[src/rtl/qacc_dot_if.sv]
// qacc_dot_if: product-term input stream and result output stream of qacc_dot.
// master = producer/consumer side (testbench or upstream), slave = the accumulator.
interface qacc_dot_if #(
    parameter int unsigned N = 32
);
    logic         in_valid;
    logic         in_ready;
    logic [N-1:0] prod;
    logic         prod_ovr;
    logic         out_valid;
    logic         out_ready;
    logic [N-1:0] acc_out;
    logic         acc_ovr;

    modport master (
        output in_valid, prod, prod_ovr, out_ready,
        input  in_ready, out_valid, acc_out, acc_ovr
    );

    modport slave (
        input  in_valid, prod, prod_ovr, out_ready,
        output in_ready, out_valid, acc_out, acc_ovr
    );
endinterface

[src/rtl/qacc_dot.sv]
// qacc_dot: Q-format dot-product accumulator. Sums len pre-aligned product terms,
// tracks sticky overflow and holds the result until the consumer takes it.
// Optional macro QACC_SAT_EN: saturate on signed overflow instead of wrapping.
module qacc_dot #(
    parameter int unsigned Q  = 18,
    parameter int unsigned N  = 32,
    parameter int unsigned LW = 8
) (
    input  logic          clk,
    input  logic          rst_n,
    input  logic          start,
    input  logic [LW-1:0] len,
    output logic          busy,
    qacc_dot_if.slave     bus
);

    // Terms arrive already Q-aligned, so Q only has to be a sane fraction width.
    if (Q >= N) begin : g_bad_q
        $error("qacc_dot: Q must be smaller than N");
    end

    typedef enum logic [1:0] {IDLE, ACC, HOLD} state_t;

    state_t        state;
    state_t        state_nxt;
    logic [N-1:0]  acc;
    logic [N-1:0]  acc_nxt;
    logic          ovr;
    logic          ovr_nxt;
    logic [LW-1:0] cnt;
    logic [LW-1:0] cnt_nxt;
    logic [N:0]    sum_wide;
    logic          sum_ovf;
    logic [N-1:0]  sum_res;
    logic          take;

    // One-bit-wider signed sum; overflow when the two top bits disagree.
    always_comb begin
        sum_wide = {acc[N-1], acc} + {bus.prod[N-1], bus.prod};
        sum_ovf  = sum_wide[N] ^ sum_wide[N-1];
`ifdef QACC_SAT_EN
        if (sum_ovf) begin
            sum_res = sum_wide[N] ? {1'b1, {(N-1){1'b0}}} : {1'b0, {(N-1){1'b1}}};
        end else begin
            sum_res = sum_wide[N-1:0];
        end
`else
        sum_res = sum_wide[N-1:0];
`endif
    end

    assign take = bus.in_valid & bus.in_ready;

    // Next-state and next-datapath decode.
    always_comb begin
        state_nxt = state;
        acc_nxt   = acc;
        ovr_nxt   = ovr;
        cnt_nxt   = cnt;
        unique case (state)
            IDLE: begin
                if (start) begin
                    acc_nxt = '0;
                    ovr_nxt = 1'b0;
                    if (len != '0) begin
                        cnt_nxt   = len;
                        state_nxt = ACC;
                    end else begin
                        cnt_nxt   = '0;
                        state_nxt = HOLD;
                    end
                end
            end
            ACC: begin
                if (take) begin
                    acc_nxt = sum_res;
                    ovr_nxt = ovr | bus.prod_ovr | sum_ovf;
                    cnt_nxt = cnt - LW'(1);
                    if (cnt == LW'(1)) begin
                        state_nxt = HOLD;
                    end
                end
            end
            HOLD: begin
                if (bus.out_ready) begin
                    state_nxt = IDLE;
                end
            end
            default: state_nxt = IDLE;
        endcase
    end

    // State register.
    always_ff @(posedge clk) begin
        if (!rst_n) begin
            state <= IDLE;
        end else begin
            state <= state_nxt;
        end
    end

    // Datapath registers and registered status outputs decoded from next state.
    always_ff @(posedge clk) begin
        if (!rst_n) begin
            acc           <= '0;
            ovr           <= 1'b0;
            cnt           <= '0;
            bus.in_ready  <= 1'b0;
            bus.out_valid <= 1'b0;
            busy          <= 1'b0;
        end else begin
            acc           <= acc_nxt;
            ovr           <= ovr_nxt;
            cnt           <= cnt_nxt;
            bus.in_ready  <= (state_nxt == ACC);
            bus.out_valid <= (state_nxt == HOLD);
            busy          <= (state_nxt != IDLE);
        end
    end

    assign bus.acc_out = acc;
    assign bus.acc_ovr = ovr;

endmodule

[src/flat_wrapper.sv]
// flat-port wrapper written by rule: the top's interface ports become plain ports
module qacc_dot_flat 
#(
    parameter int unsigned Q  = 18,
    parameter int unsigned N  = 32,
    parameter int unsigned LW = 8
)
  (clk, rst_n, start, len, busy, bus_in_valid, bus_prod, bus_prod_ovr, bus_out_ready, bus_in_ready, bus_out_valid, bus_acc_out, bus_acc_ovr);
  qacc_dot_if #(.N(N)) bus_i ();
  input  logic clk;
  input  logic rst_n;
  input  logic start;
  input  logic [LW-1:0] len;
  output logic busy;
  input wire logic [$bits(bus_i.in_valid)-1:0] bus_in_valid;
  input wire logic [$bits(bus_i.prod)-1:0] bus_prod;
  input wire logic [$bits(bus_i.prod_ovr)-1:0] bus_prod_ovr;
  input wire logic [$bits(bus_i.out_ready)-1:0] bus_out_ready;
  output wire logic [$bits(bus_i.in_ready)-1:0] bus_in_ready;
  output wire logic [$bits(bus_i.out_valid)-1:0] bus_out_valid;
  output wire logic [$bits(bus_i.acc_out)-1:0] bus_acc_out;
  output wire logic [$bits(bus_i.acc_ovr)-1:0] bus_acc_ovr;
  assign bus_i.in_valid = bus_in_valid;
  assign bus_i.prod = bus_prod;
  assign bus_i.prod_ovr = bus_prod_ovr;
  assign bus_i.out_ready = bus_out_ready;
  assign bus_in_ready = bus_i.in_ready;
  assign bus_out_valid = bus_i.out_valid;
  assign bus_acc_out = bus_i.acc_out;
  assign bus_acc_ovr = bus_i.acc_ovr;
  qacc_dot #(.Q(Q), .N(N), .LW(LW)) u_core (.clk(clk), .rst_n(rst_n), .start(start), .len(len), .busy(busy), .bus(bus_i));
endmodule
[config.mk]
export PLATFORM = sky130hd
export DESIGN_NAME = qacc_dot_flat
export DESIGN_NICKNAME = d
export VERILOG_FILES = /design/src/rtl/qacc_dot_if.sv /design/src/rtl/qacc_dot.sv /design/src/flat_wrapper.sv
export SDC_FILE = /design/constraint.sdc
export NUM_CORES = 1
export LEC_CHECK = 0
export ABC_AREA = 1
export CELL_PAD_IN_SITES_DETAIL_PLACEMENT = 0
export CELL_PAD_IN_SITES_GLOBAL_PLACEMENT = 2
export CORE_UTILIZATION = 27
export CTS_CLUSTER_DIAMETER = 40
export DETAILED_ROUTE_END_ITERATION = 10
export HOLD_SLACK_MARGIN = 0.15
export PLACE_DENSITY = 0.83
export SYNTH_ARGS = -nofsm -noshare
export SYNTH_HDL_FRONTEND = slang
export SYNTH_SLANG_ARGS = --single-unit
[constraint.sdc]
create_clock -name clk -period 2.3 [get_ports clk]
set_input_delay 0.575 -clock clk [delete_from_list [all_inputs] [get_ports clk]]
set_output_delay 0.575 -clock clk [all_outputs]
set_load 0.05 [all_outputs]
After elaboration in Yosys (flattened, before gate mapping)
Cells that the tools add are included.
- logic and storage cells: 41
- output and inout bits: 36
- register bits after elaboration: 46
- muxes and demuxes: 16
- reductions and logical operators: 5
- bitwise operators: 4
- equality and inequality tests: 7
- add/sub/neg operators: 2
- operators with widths (kind ; number):
    $mux W32 ; 2
    $pmux W32 S2 ; 1
    $add A32 B32 Y33 ; 1
    $mux W8 ; 3
    $pmux W8 S2 ; 1
    $mux W2 ; 5
    $eq A8 B1 Y1 const B ; 1
    $reduce_bool A8 Y1 ; 1
    $sub A8 B1 Y8 const B ; 1
    $pmux W2 S3 ; 1
    $eq A2 B1 Y1 const B ; 2
    $eq A2 B2 Y1 const B ; 2
    $reduce_bool A2 Y1 ; 2
    $reduce_and A3 Y1 ; 1
    $logic_not A2 Y1 ; 1
    $mux W1 ; 2
    $ne A2 B1 Y1 const B ; 1
    $ne A2 B2 Y1 const B ; 1
    $or A1 B1 Y1 ; 2
    $pmux W1 S2 ; 1
    $and A1 B1 Y1 ; 1
    $xor A1 B1 Y1 ; 1

Longest topological paths before layout
Gate-level depths: netlist of the first run.
- depth after elaboration: 5
- gate-level depth with buffers: 15
- mapped depth without buffers: 15

Worst setup path after synthesis of the first run
Ideal clock, no wire load.
- path type: register to register
- from: register u_core.acc[0] (netlist: u_core.bus.acc_out[0])
- to: register u_core.acc[24] (netlist: u_core.bus.acc_out[24])
- setup time: 70 ps
- cell stages (with the launch flop): 13
- slack: 239 ps
- buffers on the path: 0
- data required time: 2230 ps
- data arrival time: 1990 ps
- clock period less this slack: 2061 ps
- cell sequence: dfxtp_1 -> ha_1 -> fa_1 -> nand3_1 -> nand2_1 -> nand2_1 -> nand2_2 -> nand2_1 -> nand2_2 -> a21oi_1 -> or2_1 -> nand3_1 -> a21oi_1
- cells in the longest elaborated chain, start to end: 3
- ends and longest elaborated chain (what ; RTL line ; source):
    from (decl) ; qacc_dot.sv:26 ; logic [N-1:0] acc;
    from (signal assigned) ; qacc_dot.sv:112 ; acc <= acc_nxt;
    $add A32 B32 Y33 ; qacc_dot.sv:39 ; sum_wide = {acc[N-1], acc} + {bus.prod[N-1], bus.prod};
    $mux W32 ; qacc_dot.sv:75 ; if (take) begin
    $pmux W32 S2 ; qacc_dot.sv:60 ; unique case (state)
No other way between the ends. The select of a mux whose other input is x is not followed.
A chain may end at the register's enable or synchronous reset.

Final worst setup path of the first run
- from: register u_core.acc[18] (netlist: u_core.bus.acc_out[18])
- to: output bus_acc_out[18]
- RTL lines (what ; RTL line ; source):
    to (decl) ; flat_wrapper.sv:21 ; output wire logic [$bits(bus_i.acc_out)-1:0] bus_acc_out;
No word-level cell between the ends.

==> results of run 1 <==
[cell families after synthesis]
logic type / count (synthesis)
and+or+nand+nor: 340
xor gates and xnor gates: 6
buffers and inverters: 87
adders and majority gates: 35
AOI/OAI and AO/OA: 131
DFF: 46
[synthesized netlist by cell type (7+ instances only)]
cell type,instances
nand3b_1,7
nand3_1,37
clkbuf_1,8
nand2_1,212
a21oi_1,74
ha_1,34
o21bai_1,7
dfxtp_1,46
inv_1,68
o21ai_0,24
nor2_1,54
[worst register-to-register path, cell delays in order (launching register included)]
cell and delay (ns):
dfxtp_1 0.49, ha_4 0.28, a21oi_2 0.19, nand2_1 0.12, nand2_1 0.09, nand2_2 0.07, nand2_1 0.06, nand2_1 0.07
inv_1 0.07, nand2_2 0.05, or2_1 0.20, nand3_1 0.06, a21oi_1 0.06
[power groups by stage]
stage / clock network [mW] / logic, mW / registers (mW)
finish: 0.871 / 0.635 / 0.846
global route: 0.931 / 0.697 / 0.849
CTS: 0.908 / 0.577 / 0.844
detailed placement: 0 / 0.571 / 0.862
global placement: 0 / 0.567 / 0.860
floorplan: 0 / 0.259 / 0.896
[flip-flops by register name, indices dropped and copies added, names as in the netlist]
signal	flops
u_core.bus.acc_ovr	1
u_core.bus.acc_out	32
u_core.cnt	8
u_core.busy	1
u_core.bus.in_ready	1
u_core.state	2
u_core.bus.out_valid	1
[cell type report]
class | count | area (um2) | area share
Timing Repair Buffer | 164 | 1500 | 0.240
Tap cell | 180 | 225 | 0.0360
Clock buffer | 6 | 129 | 0.0206
Multi-Input combinational cell | 512 | 3170 | 0.507
Inverter | 73 | 274 | 0.0438
Sequential cell | 46 | 921 | 0.147
Clock inverter | 2 | 37.5 | 0.00600
[stage by stage]
| stage | cell area (um2) | cells | utilization | TNS [ns] | hold slack, ns |
|---|---|---|---|---|---|
| 2_1_floorplan | 3910 | 645 | - | 0 | 0.480 |
| 3_3_place_gp | 5520 | 971 | 0.395 | -7.36 | 0.474 |
| 3_5_place_dp | 5520 | 971 | 0.395 | -7.89 | 0.480 |
| 4_1_cts | 5720 | 979 | 0.409 | 0 | 0.493 |
| 5_1_grt | 6250 | 983 | 0.447 | -0.0610 | 0.513 |
| 6_report | 6250 | 983 | 0.447 | 0 | 0.492 |
[final timing paths]
path | from | endpoint | slack [ns]
min reg2reg | u_core.bus.acc_out[27] | u_core.bus.acc_out[27] | 0.49
min | u_core.bus.acc_out[27] | u_core.bus.acc_out[27] | 0.49
max reg2reg | u_core.bus.acc_out[18] | u_core.bus.acc_out[31] | 0.36
max | u_core.bus.acc_out[18] | bus_acc_out[18] | 0.04
[layer usage]
| layer | up-vias | track usage | routed length (um) |
|---|---|---|---|
| met1 | 2125 | 0.243 | 6740 |
| met2 | 75 | 0.326 | 6750 |
| met5 | - | 0 | 0 |
| met3 | 14 | 0.0251 | 510 |
| li1 | 2422 | - | - |
| met4 | 0 | 0.0511 | 240 |
[what timing repair did]
action / CTS / global route
cloned: 0 / 0
endpoints found under the setup margin: 14 / 24
resized for setup: 10 / 100
pin swaps: 0 / 17
setup buffers: 0 / 4
==> metrics, run 1 <==
unrepaired setup endpoints after global routing=true; slew at the pin closest to its max-slew limit=0.539 ns; share of power burned in registers=0.360; delay of the slowest cell on the worst path=0.89 ns; layout cells sized above 1=0.250; cells taking the most area after synthesis=dfxtp_1 (24%), nand2_1 (20%), ha_1 (11%), a21oi_1 (9.5%), inv_1 (6.5%); routed wirelength normalized by instance count=14.5 um; number of global-route vias before repair=4380; Net Count, Synth=726; via count=4636; power per standard cell area=376 nW/um2; CTS tree=built; worst-skew pair later-pin latency=0.30 ns; most common cell after layout, fill and taps aside=nand2_1; combinational fraction of design power=0.270; share of power burned in the clock network=0.370; cell-internal power=1.63 mW; simple-gate area share of the yosys netlist=0.363; kind of capture point of the worst setup path=output pin; area share of the largest cell type after synthesis=0.235; largest family of logic cells by synthesized area=simple AND/OR/NAND/NOR gates; total die area=15000 um2; placed wire-length estimate=10.9 mm; leading cell types in the layout, fill and taps excluded=nand2_1 (187), buf_4 (80), clkdlybuf4s50_1 (70); area of the placeable core=14000 um2; worst IR drop on VDD=0.336 mV; part of the Yosys area used for sequential elements=0.235; number of max-cap violations=0; post-placement worst setup slack=-0.377 ns; xor and xnor fraction of the mapped netlist area=0.0134; dominant register cell in the synthesized netlist=dfxtp_1; worst slew margin relative to its limit=0.640; global-route usage over all layers=0.188; switching fraction of total power=0.305; clock sink count=46; synthesized flop and latch total=46; NetSw=0.718 mW; Post-Syn Area=3910 um2; global-route wire length before repair=21.7 mm; CP Buf/Inv Count=1; post-synthesis compound-gate area fraction=0.190; Worst-path clk slew=0.07 ns; horizontal extent of the die=122 um; maximum frequency from static timing analysis=442 MHz; Starting Density=0.280; Post-Syn Instances=645; fraction of synthesized area in multiplexers=0; Adder-Cell Fraction of Synth Area=0.114; total leakage power=2.88 nW; Bufs on Longest Clock Path=2; final max-slew violation count=0; highest net fanout along the worst path=3; Worst Skew=0.00590 ns; fill cell count=1466; number of nets in the finished design=883; critical path's top delay family=buffers and inverters; run status=complete, no violations; required time of the critical path=1.73 ns; data arrival time of the critical path=1.69 ns; Setup violations, final=0; Total Power=2.35 mW; final critical-path required period=2.26 ns; Pre-antenna DRT Iters=4; path type of the worst min-delay path=reg2reg; final RePlAce weighted congestion=0.889; pin count of the biggest net entering global routing=33; Clock Root Buffer=clkbuf_16; final worst-path cycle share=0.983; height of the die=122 um; area growth from synthesis to layout=59.8%; number of antenna violations at the first check in global routing=0; critical path's slowest cell=clkdlybuf4s50_1; post-synthesis cell type with the largest combined area=dfxtp_1; final number of hold-violating endpoints=0; critical path launch point type=flop; number of cells on the worst reg-to-reg path=12; count of pins on the block boundary=82; CP cell instances=clkdlybuf4s50_1; number of input and output port buffers inserted=81; antenna cells=0; DRC violation count after routing=0; # hold bufs at CTS=0; sum of routed wire length over all layers=14.2 mm; antenna-violating nets left=0; number of gates on the worst path with buffers counted=1; Yosys Warn Count=0; grt total ovfl=0; EDFF count, synth=0; Mean Syn Cell Area=6.07 um2; first-iteration detailed-routing DRC count=212; Unique masters post-synth=38; detail-routed via count per cell=4.72; Rows=43; worst-case setup margin in the final layout=0.0388 ns; Num CTS Buffers=5; share of flip-flops with an asynchronous set or reset=0; Setup CP Type=reg2out; deepest level of the CTS H-tree=2; Worst Hold Path Cells=2
Power figures use the tool's default switching activity.
==> inputs of run 2 (changes only) <==
- clock period: 2.3 -> 2.34 ns (I/O delays scaled with it)
==> run 2 against run 1 <==
Sequential cell count is the same. Critical path depth unchanged. Final area decreased by 2.9%. Clock power down 1%. First-iteration DRC count up 5.7%. Register-to-register slack improved by 0.11 ns. Hold slack got worse by 0.00085 ns. Count of clock-buffer cells in the layout stayed put. Setup slack improved by 0.042 ns. Utilization is 1.3 points lower. Die area unchanged. Largest cell class unchanged.
==> metrics, run 2 (synthesized netlist as in run 1, its figures left out) <==
run status=complete, no violations (unchanged); worst IR drop on VDD=0.366 mV (was 0.336 mV); Total Power=2.30 mW (was 2.35 mW); via count=4622 (was 4636); critical path launch point type=flop (unchanged); global-route usage over all layers=0.190 (was 0.188); total die area=15000 um2 (unchanged); number of flip-flops under the largest register name=32 (unchanged); number of cells on the worst reg-to-reg path=10 (was 12); layout cells sized above 1=0.210 (was 0.250); final non-filler cell area=6070 um2 (was 6250 um2); Clock Root Buffer=clkbuf_16 (unchanged); total leakage power=2.85 nW (was 2.88 nW); slack of the worst reg-to-reg path=0.47 ns (was 0.36 ns); antenna-violating nets left=0 (unchanged); final RePlAce weighted congestion=0.867 (was 0.889); height of the die=122 um (unchanged); count of pins on the block boundary=82 (unchanged); Worst Hold Path Cells=2 (unchanged); Setup violations, final=0 (unchanged); final worst-path cycle share=0.965; global-route wire length before repair=21.8 mm (was 21.7 mm); sum of routed wire length over all layers=14.1 mm (was 14.2 mm); required time of the critical path=1.75 ns (was 1.73 ns); Rows=43 (unchanged); slew at the pin closest to its max-slew limit=0.549 ns (was 0.539 ns); area of the placeable core=14000 um2 (unchanged); Setup CP Type=reg2out (unchanged); clock sink count=46 (unchanged); number of gates on the worst path with buffers counted=1 (unchanged); detail-routed via count per cell=4.70 (was 4.72); critical path's slowest cell=clkdlybuf4s50_1 (unchanged); most common cell after layout, fill and taps aside=nand2_1 (unchanged); placed wire-length estimate=11.0 mm (was 10.9 mm); Num CTS Buffers=5 (unchanged); Starting Density=0.280 (unchanged); first-iteration detailed-routing DRC count=224 (was 212); final max-slew violation count=0 (unchanged); deepest level of the CTS H-tree=2 (unchanged); power per standard cell area=378 nW/um2 (was 376 nW/um2); final number of hold-violating endpoints=0 (unchanged); final critical-path required period=2.26 ns; kind of capture point of the worst setup path=output pin (unchanged); CTS tree=built (unchanged); number of nets in the finished design=883 (unchanged); number of antenna violations at the first check in global routing=0 (unchanged); grt total ovfl=0 (unchanged); CP cell instances=clkdlybuf4s50_1 (unchanged); antenna cells=0 (unchanged); Worst Skew=0.0108 ns (was 0.00590 ns); post-place instance area=5540 um2 (was 5520 um2); area growth from synthesis to layout=55.2% (was 59.8%); delay of the slowest cell on the worst path=0.89 ns (about the same); worst slew margin relative to its limit=0.633 (was 0.640); worst-skew pair later-pin latency=0.31 ns (was 0.30 ns); maximum frequency from static timing analysis=443 MHz; number of input and output port buffers inserted=81 (unchanged); number of global-route vias before repair=4401 (was 4380); number of max-cap violations=0 (unchanged); CP Buf/Inv Count=1 (unchanged); data arrival time of the critical path=1.67 ns (was 1.69 ns); Pre-antenna DRT Iters=4 (unchanged); routed wirelength normalized by instance count=14.4 um (was 14.5 um); DRC violation count after routing=0 (unchanged); highest net fanout along the worst path=3 (unchanged); path type of the worst min-delay path=reg2reg (unchanged); Worst-path clk slew=0.07 ns (about the same); Bufs on Longest Clock Path=2 (unchanged); critical path's top delay family=buffers and inverters (unchanged); horizontal extent of the die=122 um (unchanged); pin count of the biggest net entering global routing=33 (unchanged); leading cell types in the layout, fill and taps excluded=nand2_1 (196), buf_4 (80), clkdlybuf4s50_1 (74) (was nand2_1 (187), buf_4 (80), clkdlybuf4s50_1 (70))
[run 2: area by class of cell]
cell class | instances | area [um2]
multi-input cells | 512 | 3000
well taps | 180 | 225
fillers | 1501 | 7920
clock inverters | 2 | 37.5
clock buffers | 6 | 129
repair buffers | 164 | 1490
flip-flops and latches | 46 | 921
inverters | 73 | 274
[run 2: worst paths after layout]
check	start	end
worst max-delay path	u_core.bus.acc_out[18]	bus_acc_out[18]
worst min-delay path	u_core.bus.acc_out[7]	u_core.bus.acc_out[7]
worst max register to register	u_core.bus.acc_out[12]	u_core.bus.acc_out[13]
worst min register to register	u_core.bus.acc_out[7]	u_core.bus.acc_out[7]
[run 2: timing repair]
item                                    in CTS  in global routing
gates resized for setup                      6                 66
endpoints found under the setup margin       7                 25
hold buffers                                 0                  0
pin swaps                                    0                  5
setup buffers                                0                  1
[run 2: through the flow]
| stage | instances | TNS (ns) | hold slack, ns | utilization | setup WS [ns] |
|---|---|---|---|---|---|
| detailed placement | 974 | -7.19 | 0.478 | 0.396 | -0.355 |
| global route | 983 | -0.00513 | 0.516 | 0.434 | -0.00496 |
| global placement | 974 | -6.28 | 0.474 | 0.396 | -0.323 |
| CTS | 982 | -0.00771 | 0.491 | 0.410 | -0.00771 |
| finish | 983 | 0 | 0.491 | 0.434 | 0.0812 |
| floorplan | 645 | 0 | 0.480 | - | 0.279 |
[run 2: layer usage]
metal / GRT usage / part of all wire / routed length, um / vias to the layer above
met4: 0.0480 / 0.015 / 211 / 0
li1: - / - / - / 2417
met3: 0.0232 / 0.031 / 431 / 17
met2: 0.334 / 0.48 / 6720 / 91
met5: 0 / 0 / 0 / -
met1: 0.244 / 0.48 / 6760 / 2097
[run 2: power breakdown]
part / total, mW / internal (mW) / switching (mW)
sequential: 0.831 / 0.808 / 0.0231
combinational: 0.604 / 0.282 / 0.322
clock: 0.860 / 0.506 / 0.354
==> inputs of run 3 (changes only) <==
- CAP_MARGIN: unset -> 20
==> results of run 3 <==
Final layout, timing and power as in run 2 (identical DEF).
